==> config.mk <==
export PLATFORM = sky130hd
export DESIGN_NAME = pipelined_control_unit
export DESIGN_NICKNAME = d
export VERILOG_FILES = /design/src/rtl/pipelined_control_unit.sv
export SDC_FILE = /design/constraint.sdc
export NUM_CORES = 1
export LEC_CHECK = 0
export BUFFER_PORTS_ARGS = -buffer_cell sky130_fd_sc_hd__buf_2
export CORE_MARGIN = 5
export CORE_UTILIZATION = 31
export DETAILED_ROUTE_END_ITERATION = 10
export HOLD_SLACK_MARGIN = 0.03
export PLACE_DENSITY = 0.51
export SYNTH_ARGS = -nofsm -noshare
export SYNTH_HDL_FRONTEND = slang
export SYNTH_SLANG_ARGS = --single-unit
==> constraint.sdc <==
create_clock -name clk_i -period 3.2 [get_ports clk_i]
set_input_delay 0.16 -clock clk_i [delete_from_list [all_inputs] [get_ports clk_i]]
set_output_delay 0.16 -clock clk_i [all_outputs]
set_load 0.005 [all_outputs]
==> src/rtl/pipelined_control_unit.sv <==
// Pipelined control unit for a 5-stage RV32I core.
// Decodes the ID instruction, carries control through ID/EX, EX/MEM and MEM/WB,
// resolves branches and jumps in EX and raises the IF/ID flush request.
//
// Ports:
//   clk_i, rst_ni                     clock, async active-low reset
//   instr_valid_i, op_i, funct3_i,    ID instruction fields
//   funct7_i
//   stall_i                           hazard unit: bubble into ID/EX
//   zero_e_i, lt_e_i, ltu_e_i         EX comparison flags
//   imm_src_d_o, illegal_d_o          ID combinational decode outputs
//   alu_*_e_o, mem_read_e_o,          EX-stage control
//   pc_src_e_o, jalr_e_o, flush_o
//   mem_write_m_o, funct3_m_o         MEM-stage control
//   reg_write_w_o, result_src_w_o     WB-stage control
module pipelined_control_unit #(
    parameter int unsigned ALU_CTRL_W = 4,
    parameter int unsigned ENABLE_MUL = 0
) (
    input  logic                  clk_i,
    input  logic                  rst_ni,
    input  logic                  instr_valid_i,
    input  logic [6:0]            op_i,
    input  logic [2:0]            funct3_i,
    input  logic [6:0]            funct7_i,
    input  logic                  stall_i,
    input  logic                  zero_e_i,
    input  logic                  lt_e_i,
    input  logic                  ltu_e_i,
    output logic [2:0]            imm_src_d_o,
    output logic                  illegal_d_o,
    output logic [ALU_CTRL_W-1:0] alu_control_e_o,
    output logic                  alu_src_e_o,
    output logic [1:0]            alu_a_src_e_o,
    output logic                  mem_read_e_o,
    output logic                  pc_src_e_o,
    output logic                  jalr_e_o,
    output logic                  flush_o,
    output logic                  mem_write_m_o,
    output logic [2:0]            funct3_m_o,
    output logic                  reg_write_w_o,
    output logic [1:0]            result_src_w_o
);

    localparam logic [6:0] OpR     = 7'b0110011;
    localparam logic [6:0] OpImm   = 7'b0010011;
    localparam logic [6:0] OpLoad  = 7'b0000011;
    localparam logic [6:0] OpStore = 7'b0100011;
    localparam logic [6:0] OpBr    = 7'b1100011;
    localparam logic [6:0] OpJal   = 7'b1101111;
    localparam logic [6:0] OpJalr  = 7'b1100111;
    localparam logic [6:0] OpLui   = 7'b0110111;
    localparam logic [6:0] OpAuipc = 7'b0010111;

    localparam logic [3:0] AluAdd = 4'b0000;
    localparam logic [3:0] AluSub = 4'b0001;
    localparam logic [3:0] AluSra = 4'b1001;

    typedef struct packed {
        logic       valid;
        logic       reg_write;
        logic [1:0] result_src;
        logic       alu_src;
        logic [1:0] a_src;
        logic       mem_read;
        logic       mem_write;
        logic       branch;
        logic       jump;
        logic       jalr;
        logic [3:0] alu_ctrl;
        logic [2:0] funct3;
    } ex_ctrl_t;

    typedef struct packed {
        logic       reg_write;
        logic [1:0] result_src;
        logic       mem_write;
        logic [2:0] funct3;
    } mem_ctrl_t;

    typedef struct packed {
        logic       reg_write;
        logic [1:0] result_src;
    } wb_ctrl_t;

    // funct3 -> ALU code for the funct7=0000000 encodings shared by R-type and I-arith.
    function automatic logic [3:0] base_alu(input logic [2:0] f3);
        case (f3)
            3'b000:  base_alu = AluAdd;
            3'b001:  base_alu = 4'b0111;
            3'b010:  base_alu = 4'b0101;
            3'b011:  base_alu = 4'b0110;
            3'b100:  base_alu = 4'b0100;
            3'b101:  base_alu = 4'b1000;
            3'b110:  base_alu = 4'b0011;
            default: base_alu = 4'b0010;
        endcase
    endfunction

    ex_ctrl_t  dec;
    ex_ctrl_t  id_ex_d, id_ex_q;
    mem_ctrl_t ex_mem_q;
    wb_ctrl_t  mem_wb_q;
    logic      bad;
    logic      cond;

    always_comb begin
        dec         = '0;
        bad         = 1'b0;
        imm_src_d_o = 3'b000;
        case (op_i)
            OpR: begin
                dec.reg_write = 1'b1;
                if (funct7_i == 7'b0000000) begin
                    dec.alu_ctrl = base_alu(funct3_i);
                end else if (funct7_i == 7'b0100000) begin
                    if (funct3_i == 3'b000)      dec.alu_ctrl = AluSub;
                    else if (funct3_i == 3'b101) dec.alu_ctrl = AluSra;
                    else                         bad = 1'b1;
                end else if (ENABLE_MUL != 0 && funct7_i == 7'b0000001 && !funct3_i[2]) begin
                    dec.alu_ctrl = {2'b11, funct3_i[1:0]};
                end else begin
                    bad = 1'b1;
                end
            end
            OpImm: begin
                dec.reg_write = 1'b1;
                dec.alu_src   = 1'b1;
                // Only shifts carry a funct7; other I-arith ops use those bits as immediate.
                if (funct3_i == 3'b001) begin
                    if (funct7_i == 7'b0000000) dec.alu_ctrl = base_alu(funct3_i);
                    else                        bad = 1'b1;
                end else if (funct3_i == 3'b101) begin
                    if (funct7_i == 7'b0000000)      dec.alu_ctrl = base_alu(funct3_i);
                    else if (funct7_i == 7'b0100000) dec.alu_ctrl = AluSra;
                    else                             bad = 1'b1;
                end else begin
                    dec.alu_ctrl = base_alu(funct3_i);
                end
            end
            OpLoad: begin
                dec.reg_write  = 1'b1;
                dec.alu_src    = 1'b1;
                dec.mem_read   = 1'b1;
                dec.result_src = 2'b01;
            end
            OpStore: begin
                dec.mem_write = 1'b1;
                dec.alu_src   = 1'b1;
                imm_src_d_o   = 3'b010;
            end
            OpBr: begin
                dec.branch   = 1'b1;
                dec.alu_ctrl = AluSub;
                imm_src_d_o  = 3'b001;
                if (funct3_i == 3'b010 || funct3_i == 3'b011) bad = 1'b1;
            end
            OpJal: begin
                dec.jump       = 1'b1;
                dec.reg_write  = 1'b1;
                dec.result_src = 2'b10;
                imm_src_d_o    = 3'b100;
            end
            OpJalr: begin
                dec.jump       = 1'b1;
                dec.jalr       = 1'b1;
                dec.reg_write  = 1'b1;
                dec.result_src = 2'b10;
                dec.alu_src    = 1'b1;
            end
            OpLui: begin
                dec.reg_write = 1'b1;
                dec.a_src     = 2'b10;
                dec.alu_src   = 1'b1;
                imm_src_d_o   = 3'b011;
            end
            OpAuipc: begin
                dec.reg_write = 1'b1;
                dec.a_src     = 2'b01;
                dec.alu_src   = 1'b1;
                imm_src_d_o   = 3'b011;
            end
            default: bad = 1'b1;
        endcase
        dec.valid   = 1'b1;
        dec.funct3  = funct3_i;
        illegal_d_o = instr_valid_i & bad;
        if (!instr_valid_i || bad) begin
            dec = '0;
        end
    end

    always_comb begin
        case (id_ex_q.funct3)
            3'b000:  cond = zero_e_i;
            3'b001:  cond = ~zero_e_i;
            3'b100:  cond = lt_e_i;
            3'b101:  cond = ~lt_e_i;
            3'b110:  cond = ltu_e_i;
            3'b111:  cond = ~ltu_e_i;
            default: cond = 1'b0;
        endcase
        pc_src_e_o = id_ex_q.valid & (id_ex_q.jump | (id_ex_q.branch & cond));
        flush_o    = pc_src_e_o;
        // Stall and flush both squash the ID instruction; the EX one always proceeds.
        id_ex_d    = (stall_i || pc_src_e_o) ? '0 : dec;
    end

    always_ff @(posedge clk_i or negedge rst_ni) begin
        if (!rst_ni) begin
            id_ex_q  <= '0;
            ex_mem_q <= '0;
            mem_wb_q <= '0;
        end else begin
            id_ex_q  <= id_ex_d;
            ex_mem_q <= '{reg_write:  id_ex_q.reg_write,
                          result_src: id_ex_q.result_src,
                          mem_write:  id_ex_q.mem_write,
                          funct3:     id_ex_q.funct3};
            mem_wb_q <= '{reg_write:  ex_mem_q.reg_write,
                          result_src: ex_mem_q.result_src};
        end
    end

    assign alu_control_e_o = ALU_CTRL_W'(id_ex_q.alu_ctrl);
    assign alu_src_e_o     = id_ex_q.alu_src;
    assign alu_a_src_e_o   = id_ex_q.a_src;
    assign mem_read_e_o    = id_ex_q.mem_read;
    assign jalr_e_o        = id_ex_q.jalr;
    assign mem_write_m_o   = ex_mem_q.mem_write;
    assign funct3_m_o      = ex_mem_q.funct3;
    assign reg_write_w_o   = mem_wb_q.reg_write;
    assign result_src_w_o  = mem_wb_q.result_src;

endmodule

==> results.yml <==
timing:
  final-setup-viol-count: 0
  tightestPinTransition_ps: 705.1
  relSlewSlack_pct: 52.99
  final.setup.tns_ps: 0
  fin_worst_skew_ps: 5.539
  rsz0062_at_grt: "false"
  max_freq_mhz: 461.9
  period_needed_ps: 2165
  finalCritPeriodShare_pct: 67.66
  report.final.slew_viol_count: 0
  fin_ws_ps: 1035
  hold_viol_final: 0
clock_network:
  cts.clk_slew.worst_paths_ps: 100
  cts.hold.buffers_added: 1
  cts_max_path_buffers: 2
  cts_tree: "built"
  cts_root_buf: "clkbuf_8"
  htreeDepth: 1
  clk-insertion-delay-late_ps: 270
  cts.sinks: 27
  numCtsBuffers: 3
  cts_setup_buffers: 0
  ctsResizeCount: 0
critical_path:
  cpLargestDelayFamily: "compound AO/OA/AOI/OAI gates"
  cp-startpoint: "id_ex_q[2]"
  cpMaxStageDelayCell: "o211a_1"
  worstPathMaxFanout: 19
  cp_slowest_stage_delay_ps: 640
  crit_type: "flop to primary output"
  reg2regPathDepth: 5
  cp.depth: 5
  cp.arrival_ps: 2010
  required_ps: 3040
  critPathLaunchType: "flop"
  endpoint_kind: "primary output"
  crit_chain: "mux2i_1 -> xor2_1 -> o21ai_0 -> o211a_1 -> buf_2"
  worst-path-buf-inv: 1
  r2r_start: "id_ex_q[2]"
power:
  switching_share_pct: 24.42
  powerDensity_nw_per_um2: 369.5
  p_leak_uw: 0.0007932
  vdd.ir_drop.worst_mv: 0.1486
  p_int_uw: 460.8
  seqPwrFrac_pct: 56.1
  p_sw_uw: 148.9
  p_comb_share_pct: 11.4
  clkPwrFrac_pct: 32.5
logic_synthesis:
  yosysMostFrequentCell: "dfrtp_1"
  ys_warn_count: 0
  async_reset_ff_share_pct: 100.0
  synthDistinctLibCells: 40
  yosysTopAreaCellShare_pct: 47.91
  synth_nets: 153
  synth-seq-cells: 27
  avgSynthCellArea_sq_um: 10.93
  synthTopCellsByArea: "dfrtp_1, buf_4, nor3_2"
  yosys.area.top_type: "dfrtp_1"
  synthCells: 129
  synth_edf_count: 0
  synth_top_flop_cell: "dfrtp_1"
  synthesis.area_sq_um: 1410
  seq_area_frac_synth_pct: 47.91
  synth_common_cells: "dfrtp_1, buf_4, nor2_1"
hold_path:
  min_from: "op_i[1]"
  hp-class: "primary input to flop"
  holdPathStages: 3
cells_and_area:
  layout-drive-gt1-share_pct: 39.88
  syn_to_final_growth_pct: 17.04
  nets: 188
  multi_input_comb_area_sq_um: 609.3
  n_antenna_cell: 0
  regArea_sq_um: 675.6
  fillCellCount: 456
place:
  io_buffers: 45
  post-place-ws_ps: 1164
  place_congestion: 0.7813
  dpl.hpwl_microns: 2269
floorplan:
  die_x_microns: 77.45
  core_area_sq_um: 4384
  initial_core_util_pct: 32.16
  ios: 46
  die_h_microns: 77.45
  std_cell_rows: 24
  die_area_sq_um: 5998
route:
  wl_per_cell_microns: 13.39
  wirelength_microns: 2879
  first_pass_iters: 4
  via_per_inst: 4.823
  ant_nets: 0
  drc_errors: 0
  drtIter0Drc: 43
  vias: 1037
grt:
  overflow: 0
  grt_start_max_net_pins: 28
  grt_pass1_wl_microns: 4933
  grt_pass1_vias: 1069
  antenna_found_initial: 0
  track_usage_pct: 9.833
outcome:
  status: "finished, final reports clean"
job:
  maxCapViolCount: 0
[placed cells by master (no fill, tap or decap), types with 2 or more instances in the layout]
cell	instances
nor2_1	10
o21ai_0	8
dfrtp_1	27
clkbuf_8	3
nor4b_1	2
nor3b_2	3
nand3_1	5
nor4_1	3
inv_1	4
or2b_1	2
buf_2	45
nand2b_1	4
nand2_1	7
a21oi_1	5
nor3_2	6
nand4_1	2
mux2i_1	2
xor2_1	3
[tightest hold or removal path: cells and delay by family]
| kind | cells | cell delay (ps) |
|---|---|---|
| buf+inv | 1 | 130 |
| simple gates | 2 | 150 |
[cells by family after synthesis]
logic type	share of synthesized area, %
multiplexers	1.420
XOR/XNOR	2.485
flip-flops	47.91
AND/OR/NAND/NOR	27.86
buffers and inverters	8.872
AO/OA/AOI/OAI	11.45
[state kept, by name, summed over array words and instances (netlist names)]
signal           flops
jalr_e_o             1
result_src_w_o       2
funct3_m_o           3
id_ex_q              9
alu_src_e_o          1
mem_write_m_o        1
alu_control_e_o      4
ex_mem_q             3
alu_a_src_e_o        2
reg_write_w_o        1
[power groups by stage]
stage | logic, uW | registers, uW | clock network (uW)
2_1_floorplan | 34.8 | 349 | 0
3_3_place_gp | 68.0 | 349 | 0
3_5_place_dp | 69.3 | 349 | 0
4_1_cts | 70.7 | 342 | 207
5_1_grt | 78.7 | 342 | 220
6_report | 69.6 | 342 | 198
[stage by stage]
step                cells  total power, uW  hold WS (ps)  utilization (%)  cell area [sq um]
floorplan             129            383.5        -135.6                -               1410
global placement      210            416.7         189.8            36.27               1590
detailed placement    210            417.9         200.1            36.27               1590
CTS                   215            620.1         190.9            37.64               1650
global route          215            640.5         202.3            37.64               1650
finish                215            609.7         207.6            37.64               1650
[area by class of cell]
type	instances	share of cell area, %
tap	52	3.942
inverter	4	0.9098
timing repair buffer	46	14.25
sequential	27	40.94
clock buffer	3	2.502
multi-input combinational	82	36.92
clock inverter	1	0.5307
[routing by layer]
layer  vias up  track usage, %  wire length [microns]
li1        517               -                      -
met1       473           13.21                   1382
met2        41           15.66                   1236
met3         6          0.9259                    189
met4         0           5.155                     70
met5         -               0                      0
[final timing paths]
path | end | slack [ps]
setup / recovery | flush_o | 1030
hold / removal | alu_src_e_o | 210
setup reg to reg | id_ex_q[17] | 1350
hold reg to reg | result_src_w_o[1] | 360
max in group asynchronous | alu_control_e_o[3] | 2390
min in group asynchronous | result_src_w_o[0] | 420
(Power assumes the default switching activity.)
